**config.mk**
```make
export PLATFORM = sky130hd
export DESIGN_NAME = gfmul_digit_serial_flat
export DESIGN_NICKNAME = d
export VERILOG_FILES = /design/src/rtl/gfmul_digit_serial_if.sv /design/src/rtl/gfmul_digit_serial.sv /design/src/flat_wrapper.sv
export SDC_FILE = /design/constraint.sdc
export NUM_CORES = 2
export LEC_CHECK = 0
export ABC_CLOCK_PERIOD_IN_PS = 2500
export BUFFER_PORTS_ARGS = -buffer_cell sky130_fd_sc_hd__buf_2
export CAP_MARGIN = 20
export CORE_MARGIN = 5
export CORE_UTILIZATION = 60
export DETAILED_ROUTE_END_ITERATION = 7
export HOLD_SLACK_MARGIN = 0.08
export PLACE_DENSITY_LB_ADDON = 0.1
export SYNTH_ARGS = -nofsm -noshare
export SYNTH_HDL_FRONTEND = slang
export SYNTH_SLANG_ARGS = --single-unit
```
**constraint.sdc**
```tcl
create_clock -name iClk -period 2.5 [get_ports iClk]
set_clock_uncertainty 0.15 [all_clocks]
set_input_delay 0.5 -clock iClk [delete_from_list [all_inputs] [get_ports iClk]]
set_output_delay 0.5 -clock iClk [all_outputs]
set_load 0.02 [all_outputs]
```
**src/rtl/gfmul_digit_serial_if.sv**
```systemverilog
// Request/response bundle for the digit-serial GHASH multiplier.
// Signal names follow the GCM datapath it replaces; clock and reset stay outside.

interface gfmul_digit_serial_if;
  // Handshake: a request is taken on a rising edge where iStart=1 and oReady=1.
  // iCtext/iHashkey/iAccum/iClear matter only on that edge (iClear also on idle
  // edges). oValid pulses for one cycle when oResult takes a new product.
  logic         iStart;
  logic         oReady;
  logic [127:0] iCtext;
  logic [127:0] iHashkey;
  logic         iAccum;
  logic         iClear;
  logic [127:0] oResult;
  logic         oValid;
  logic         oDbgBusy;

  modport master (
    output iStart, iCtext, iHashkey, iAccum, iClear,
    input  oReady, oResult, oValid, oDbgBusy
  );

  modport slave (
    input  iStart, iCtext, iHashkey, iAccum, iClear,
    output oReady, oResult, oValid, oDbgBusy
  );
endinterface

```
**src/rtl/gfmul_digit_serial.sv**
```systemverilog
// Digit-serial GF(2^128) multiplier (GCM bit order) with a GHASH accumulator.
// Each BUSY cycle consumes DIGIT multiplier bits, most significant vector bit first.

module gfmul_digit_serial #(
  parameter int DIGIT = 8
) (
  input  logic             iClk,
  input  logic             iRstn,
  gfmul_digit_serial_if.slave bus
);

  localparam int N = 128 / DIGIT;
  localparam logic [127:0] R = {8'hE1, 120'h0};

  generate
    if (!(DIGIT == 1 || DIGIT == 2 || DIGIT == 4 || DIGIT == 8 ||
          DIGIT == 16 || DIGIT == 32 || DIGIT == 64 || DIGIT == 128)) begin : g_bad_digit
      $error("gfmul_digit_serial: DIGIT must be a power of two between 1 and 128");
    end
  endgenerate

  typedef enum logic {
    IDLE = 1'b0,
    BUSY = 1'b1
  } state_t;

  state_t       state_q;
  logic [127:0] x_q;
  logic [127:0] v_q;
  logic [127:0] z_q;
  logic [127:0] acc_q;
  logic [127:0] result_q;
  logic         valid_q;
  logic [7:0]   cnt_q;

  logic [127:0] z_d;
  logic [127:0] v_d;
  logic [127:0] x_d;
  logic [127:0] operand_d;

  // DIGIT unrolled shift-and-add steps; vector bit 127 is coefficient x^0.
  always_comb begin
    z_d = z_q;
    v_d = v_q;
    for (int i = 0; i < DIGIT; i++) begin
      if (x_q[127 - i]) begin
        z_d = z_d ^ v_d;
      end
      v_d = v_d[0] ? ((v_d >> 1) ^ R) : (v_d >> 1);
    end
    x_d = x_q << DIGIT;
  end

  // A simultaneous clear wins: the stale accumulator never reaches the operand.
  always_comb begin
    operand_d = bus.iCtext;
    if (bus.iAccum && !bus.iClear) begin
      operand_d = bus.iCtext ^ acc_q;
    end
  end

  always_ff @(posedge iClk) begin
    if (!iRstn) begin
      state_q  <= IDLE;
      x_q      <= '0;
      v_q      <= '0;
      z_q      <= '0;
      acc_q    <= '0;
      result_q <= '0;
      valid_q  <= 1'b0;
      cnt_q    <= '0;
    end else begin
      valid_q <= 1'b0;
      case (state_q)
        IDLE: begin
          if (bus.iClear) begin
            acc_q <= '0;
          end
          if (bus.iStart) begin
            x_q     <= operand_d;
            v_q     <= bus.iHashkey;
            z_q     <= '0;
            cnt_q   <= '0;
            state_q <= BUSY;
          end
        end
        BUSY: begin
          x_q   <= x_d;
          v_q   <= v_d;
          z_q   <= z_d;
          cnt_q <= cnt_q + 8'd1;
          if (cnt_q == 8'(N - 1)) begin
            result_q <= z_d;
            acc_q    <= z_d;
            valid_q  <= 1'b1;
            state_q  <= IDLE;
          end
        end
        default: state_q <= IDLE;
      endcase
    end
  end

  assign bus.oReady   = (state_q == IDLE);
  assign bus.oResult  = result_q;
  assign bus.oValid   = valid_q;
  assign bus.oDbgBusy = (state_q == BUSY);

endmodule

```
**src/flat_wrapper.sv**
```systemverilog
// flat-port wrapper written by rule: the top's interface ports become plain ports
module gfmul_digit_serial_flat 
#(
  parameter int DIGIT = 8
)
  (iClk, iRstn, bus_iStart, bus_iCtext, bus_iHashkey, bus_iAccum, bus_iClear, bus_oReady, bus_oResult, bus_oValid, bus_oDbgBusy);
  gfmul_digit_serial_if bus_i ();
  input  logic iClk;
  input  logic iRstn;
  input wire logic [$bits(bus_i.iStart)-1:0] bus_iStart;
  input wire logic [$bits(bus_i.iCtext)-1:0] bus_iCtext;
  input wire logic [$bits(bus_i.iHashkey)-1:0] bus_iHashkey;
  input wire logic [$bits(bus_i.iAccum)-1:0] bus_iAccum;
  input wire logic [$bits(bus_i.iClear)-1:0] bus_iClear;
  output wire logic [$bits(bus_i.oReady)-1:0] bus_oReady;
  output wire logic [$bits(bus_i.oResult)-1:0] bus_oResult;
  output wire logic [$bits(bus_i.oValid)-1:0] bus_oValid;
  output wire logic [$bits(bus_i.oDbgBusy)-1:0] bus_oDbgBusy;
  assign bus_i.iStart = bus_iStart;
  assign bus_i.iCtext = bus_iCtext;
  assign bus_i.iHashkey = bus_iHashkey;
  assign bus_i.iAccum = bus_iAccum;
  assign bus_i.iClear = bus_iClear;
  assign bus_oReady = bus_i.oReady;
  assign bus_oResult = bus_i.oResult;
  assign bus_oValid = bus_i.oValid;
  assign bus_oDbgBusy = bus_i.oDbgBusy;
  gfmul_digit_serial #(.DIGIT(DIGIT)) u_core (.iClk(iClk), .iRstn(iRstn), .bus(bus_i));
endmodule
```
* Word level (Yosys, flattened, before mapping)
Cells that the tools add are included.
Operators by class: add/subtract/negate cells 1, eq/ne operators 4, multiplexer cells 32, bitwise logic cells 18, reductions and logical operators 5
Operators with widths (number):
- 128-bit two-way mux | 22
- 128-bit XOR | 9
- 128-bit case mux with 2 select lines | 4
- 3-bit NOT with 4-bit output | 8
- 8-bit case mux with 2 select lines | 1
- 8-bit by 1-bit adder with 8-bit output (second input constant) | 1
- 8-bit by 4-bit == test with 1-bit output (second input constant) | 1
- 8-bit two-way mux | 1
- 2-bit != test (second input constant) | 3
- 2-bit AND reduction | 3
- 1-bit two-way mux | 3
- 1-bit case mux with 2 select lines | 1
- 1-bit logical AND | 1
- 1-bit logical NOT | 1
- 1-bit NOT | 1
Word-level totals: register bits 650, input bits 261

* Logic depth before layout (Yosys ltp)
word-level depth 18, mapped depth 10, gate-level depth less buffers 7

* Least setup slack after synthesis
No wires, ideal clock.
kind register to register, from register u_core.v_q[0], to register u_core.z_q[120], data arrival time 1.965 ns, required time 2.235 ns, slack 0.271 ns, stages on the path, launching flop included 9, cells stage by stage dfxtp_1 > buf_6 > xor3_2 > nand2_1 > xnor3_1 > xnor3_1 > xnor2_1 > nor2_1 > o21a_1
Between the ends: longest elaborated chain between the ends 16
Ends and longest elaborated chain:
- from (decl) | line gfmul_digit_serial.sv:29 | logic [127:0] v_q;
- from (signal assigned) | line gfmul_digit_serial.sv:81 | v_q <= bus.iHashkey;
- from (signal assigned) | line gfmul_digit_serial.sv:89 | v_q <= v_d;
- 128-bit two-way mux * | line gfmul_digit_serial.sv:49 | v_d = v_d[0] ? ((v_d >> 1) ^ R) : (v_d >> 1);
- 128-bit XOR | line gfmul_digit_serial.sv:47 | z_d = z_d ^ v_d;
- 128-bit two-way mux | line gfmul_digit_serial.sv:46 | if (x_q[127 - i]) begin
- 128-bit XOR | line gfmul_digit_serial.sv:47
- 128-bit two-way mux | line gfmul_digit_serial.sv:46
- 128-bit XOR | line gfmul_digit_serial.sv:47
- 128-bit two-way mux | line gfmul_digit_serial.sv:46
- 128-bit XOR | line gfmul_digit_serial.sv:47
- 128-bit two-way mux | line gfmul_digit_serial.sv:46
- 128-bit XOR | line gfmul_digit_serial.sv:47
- 128-bit two-way mux | line gfmul_digit_serial.sv:46
- 128-bit XOR | line gfmul_digit_serial.sv:47
- 128-bit two-way mux | line gfmul_digit_serial.sv:46
- 128-bit XOR | line gfmul_digit_serial.sv:47
- 128-bit two-way mux * | line gfmul_digit_serial.sv:46
- 128-bit case mux with 2 select lines * | line gfmul_digit_serial.sv:74 | case (state_q)
- to (signal assigned) | line gfmul_digit_serial.sv:90 | z_q <= z_d;
- to (decl) | line gfmul_digit_serial.sv:30 | logic [127:0] z_q;
Mark *: on every way between the ends. The rest lies on a longest branch, timed or not. A chain may end at the register's enable or synchronous reset.

* Worst setup path after layout
from register u_core.x_q[122], to register u_core.result_q[49], in the netlist u_core.bus.oResult[49]
Between the ends: longest elaborated chain between the ends 5
Ends and longest elaborated chain:
- from (decl) | line gfmul_digit_serial.sv:28 | logic [127:0] x_q;
- from (signal assigned) | line gfmul_digit_serial.sv:80 | x_q <= operand_d;
- 128-bit two-way mux * | line gfmul_digit_serial.sv:46
- 128-bit XOR | line gfmul_digit_serial.sv:47
- 128-bit two-way mux * | line gfmul_digit_serial.sv:46
- 128-bit XOR | line gfmul_digit_serial.sv:47
- 128-bit two-way mux * | line gfmul_digit_serial.sv:46
- to (signal assigned) | line gfmul_digit_serial.sv:93 | result_q <= z_d;
- to (decl) | line gfmul_digit_serial.sv:32 | logic [127:0] result_q;
Marks and branches as above.

==> results.py <==
metrics = {
    "status": {
        "outcome": "complete, no violations",
    },
    "detailed_routing": {
        "vias_per_cell": 5.66,
        "wl_per_cell_um": 20.0,
        "drc": 0,
        "top_layer": "met5",
        "wl_met3_um": 13400,
        "wl_met1_um": 58300,
        "dr.pass1.iters": 6,
        "drt_iter0_drc": 4311,
        "num_vias": 37000,
        "wl_met2_um": 55400,
        "wl_um": 131000,
        "antenna_left": 0,
    },
    "place": {
        "dp_hpwl_um": 91800,
        "pre_cts_ws_ns": -0.109,
        "gp_congestion": 0.902,
        "place_area_um2": 44000,
        "io_buffers": 391,
    },
    "setup_path": {
        "cp_max_fo": 45,
        "cp-start-kind": "register",
        "critPathKind": "reg2reg",
        "end_kind": "register",
        "cp_top_family": "XOR/XNOR gates",
        "crit_required_ns": 2.86,
        "cp_data_arrival_time_ns": 2.82,
        "reg2reg_depth": 9,
        "critPathBufInv": 2,
        "cpPeakStageDelay_ns": 0.45,
        "path_cells": "buf_12 > nand2_1 > xor2_1 > xnor2_1 > xnor2_1 > xnor2_2 > nor2_1 > buf_4 > a21o_1",
        "cp.depth": 9,
        "path_common_cell": "xnor2_1",
        "slowest_stage": "dfxtp_4",
    },
    "yosys": {
        "synth.area.mux_share": 0.0340,
        "synth_area_um2": 39900,
        "synth_top_area_cell": "dfxtp_1",
        "synthSimpleGateAreaFrac": 0.197,
        "synth_top_area_share": 0.326,
        "synth_top_family_by_area": "XOR/XNOR gates",
        "yosys-top-cells-area": "dfxtp_1 33%, xnor2_1 16%, nand2_1 12%, xor2_1 8.7%, nor2_1 7.1%",
        "ys_types": 44,
        "synth_compound_area_frac": 0.134,
        "synthArstFlopShare": 0,
        "synthFlopType": "dfxtp_1",
        "synth_cells": 5274,
        "seq_area_frac_synth": 0.326,
        "syn-num-nets": 5536,
        "synthAdderAreaFrac": 0.000313,
        "yosysWarningCount": 0,
        "synth_edf_count": 0,
        "synthXorXnorAreaFrac": 0.260,
        "ys_ff_latch": 650,
        "post_synth.cell_area_avg_um2": 7.57,
    },
    "final_layout": {
        "syn_to_final_growth_pct": 18.5,
        "register_area_um2": 13000,
        "fin_nets": 5871,
        "stdcell_area_um2": 47300,
        "nFillCells": 5368,
        "multiInputGateArea_um2": 25200,
        "drive_gt1_frac": 0.151,
    },
    "flow_run": {
        "maxCapViolations": 0,
    },
    "sta": {
        "timing.setup.tns_ns": 0,
        "period_share": 0.986,
        "max-slew-margin-rel": 0.333,
        "fin_crit_ns": 2.46,
        "fin_ws_ns": 0.0359,
        "slew_violations": 0,
        "hold_viol_final": 0,
        "worstMarginPinSlew_ns": 1.00,
        "max_freq_mhz": 406,
        "setup_viol": 0,
    },
    "power_and_ir_drop": {
        "leakage_uw": 0.0192,
        "power_density_nw_per_um2": 608,
        "peakVddDrop_uv": 446,
        "total_power_uw": 28800,
    },
    "die": {
        "initial_core_util": 0.606,
        "die_h_um": 268,
        "io_pins": 392,
        "die_w_um": 268,
        "core_region_area_um2": 65900,
        "rows": 94,
        "dieArea_um2": 71800,
    },
    "cts": {
        "cts_made_buffers": 73,
        "cts_root_buffer": "clkbuf_16",
        "cts_tree": "yes",
        "path_clk_slew_ns": 0.06,
        "clock_latency_ns": 0.63,
        "cts.sinks": 650,
        "cts_buffer_depth": 3,
        "htree_levels": 3,
    },
    "hold_path": {
        "hp-class": "in2reg",
        "hold_path_depth": 5,
    },
    "grt": {
        "antenna_found_initial": 12,
        "overflow": 0,
        "grt_pass1_vias": 33700,
        "grt_start_max_net_pins": 154,
        "track_usage": 0.348,
        "grt_pass1_wl_um": 199000,
    },
}
## where the power goes
group / internal (µW) / leakage (µW) / total (µW) / switching [µW]
combinational: 2620 / 0.0127 / 6130 / 3510
clock: 6510 / 0.00122 / 11200 / 4680
sequential: 10800 / 0.00529 / 11400 / 664
## area by class of cell
cell class | instances | share of cell area
antenna | 9 | 0.000476
clock buffer | 110 | 0.0460
inverter | 9 | 0.000978
tap | 864 | 0.0228
multi-input combinational | 4128 | 0.532
sequential | 650 | 0.276
clock inverter | 24 | 0.00677
timing repair buffer | 747 | 0.115
## metal layers
layer,GRT usage,vias to the layer above
li1,-,17500
met1,0.529,17600
met2,0.506,1702
met3,0.0622,182
met4,0.100,4
met5,0,-
## registers in the layout (all words and copies together), names as in the netlist
| register | cells |
|---|---|
| u_core.v_q | 128 |
| u_core.z_q | 128 |
| u_core.bus.oValid | 1 |
| u_core.x_q | 128 |
| u_core.bus.oResult | 128 |
| u_core.acc_q | 128 |
| u_core.cnt_q | 8 |
| u_core.bus.oDbgBusy | 1 |
## path summary, 6_finish.rpt
check,start,endpoint,slack [ns]
max,u_core.x_q[122]$_SDFFE_PN0P_,u_core.bus.oResult[49]$_SDFFE_PN0P_,0.04
min,bus_iHashkey[61],u_core.v_q[61]$_SDFFE_PN0P_,0.09
max reg2reg,u_core.x_q[122]$_SDFFE_PN0P_,u_core.bus.oResult[49]$_SDFFE_PN0P_,0.04
min reg2reg,u_core.bus.oResult[33]$_SDFFE_PN0P_,u_core.bus.oResult[33]$_SDFFE_PN0P_,0.30
## kinds of logic after synthesis
group                    Yosys count
XOR/XNOR                        1163
AO/OA/AOI/OAI                    784
adder cells (fa/ha/maj)            1
flip-flops                       650
buffers and inverters            496
multiplexers                     135
AND/OR/NAND/NOR                 2045
## what timing repair did
action / 4_1_cts / 5_1_grt
endpoints found under the setup margin: 13 / 39
pin swaps: 0 / 3
hold buffers: 58 / 0
gates resized for setup: 7 / 17
hold endpoints to repair: 58 / 0
buffers inserted: 0 / 3
## tightest hold or removal path, cell delays in order
cell	delay, ns
buf_2	0.08
mux2i_1	0.06
nor2_1	0.09
a21oi_1	0.05
nor2_1	0.07
## through the flow
| stage | instances | utilization | hold slack (ns) |
|---|---|---|---|
| 5_1_grt | 6540 | 0.719 | 0.124 |
| 3_5_place_dp | 6337 | 0.669 | 0.287 |
| 4_1_cts | 6529 | 0.716 | 0.0801 |
| 6_report | 6541 | 0.719 | 0.0943 |
| 2_1_floorplan | 5274 | - | 0.276 |
| 3_3_place_gp | 6336 | 0.668 | 0.278 |
## placed cells by master (no fill, tap or decap), types with 142 or more instances in the layout
cell type     n
a211oi_1    142
dfxtp_1     640
buf_4       244
nand2_1    1228
a21oi_1     274
a21o_1      203
buf_2       390
xor2_1      398
nor2_1      751
xnor2_1     728
## synth_stat cells (2+ instances only)
cell type	number
nor2_1	755
dfxtp_1	650
a22o_1	27
xor2_1	398
nand2_1	1229
a21o_1	203
mux2_2	4
nor2b_1	10
a22oi_1	32
nand3_1	5
o22a_1	90
xnor2_1	751
o32ai_1	4
nand2b_1	2
clkbuf_1	272
a211oi_1	142
nor3b_1	36
a21oi_1	274
and3_1	2
o21a_1	7
xor3_1	2
xnor3_1	8
mux2i_1	131
inv_1	8
buf_2	62
xor2_2	2
buf_1	151
No activity file was read; power rests on OpenSTA's default activity.
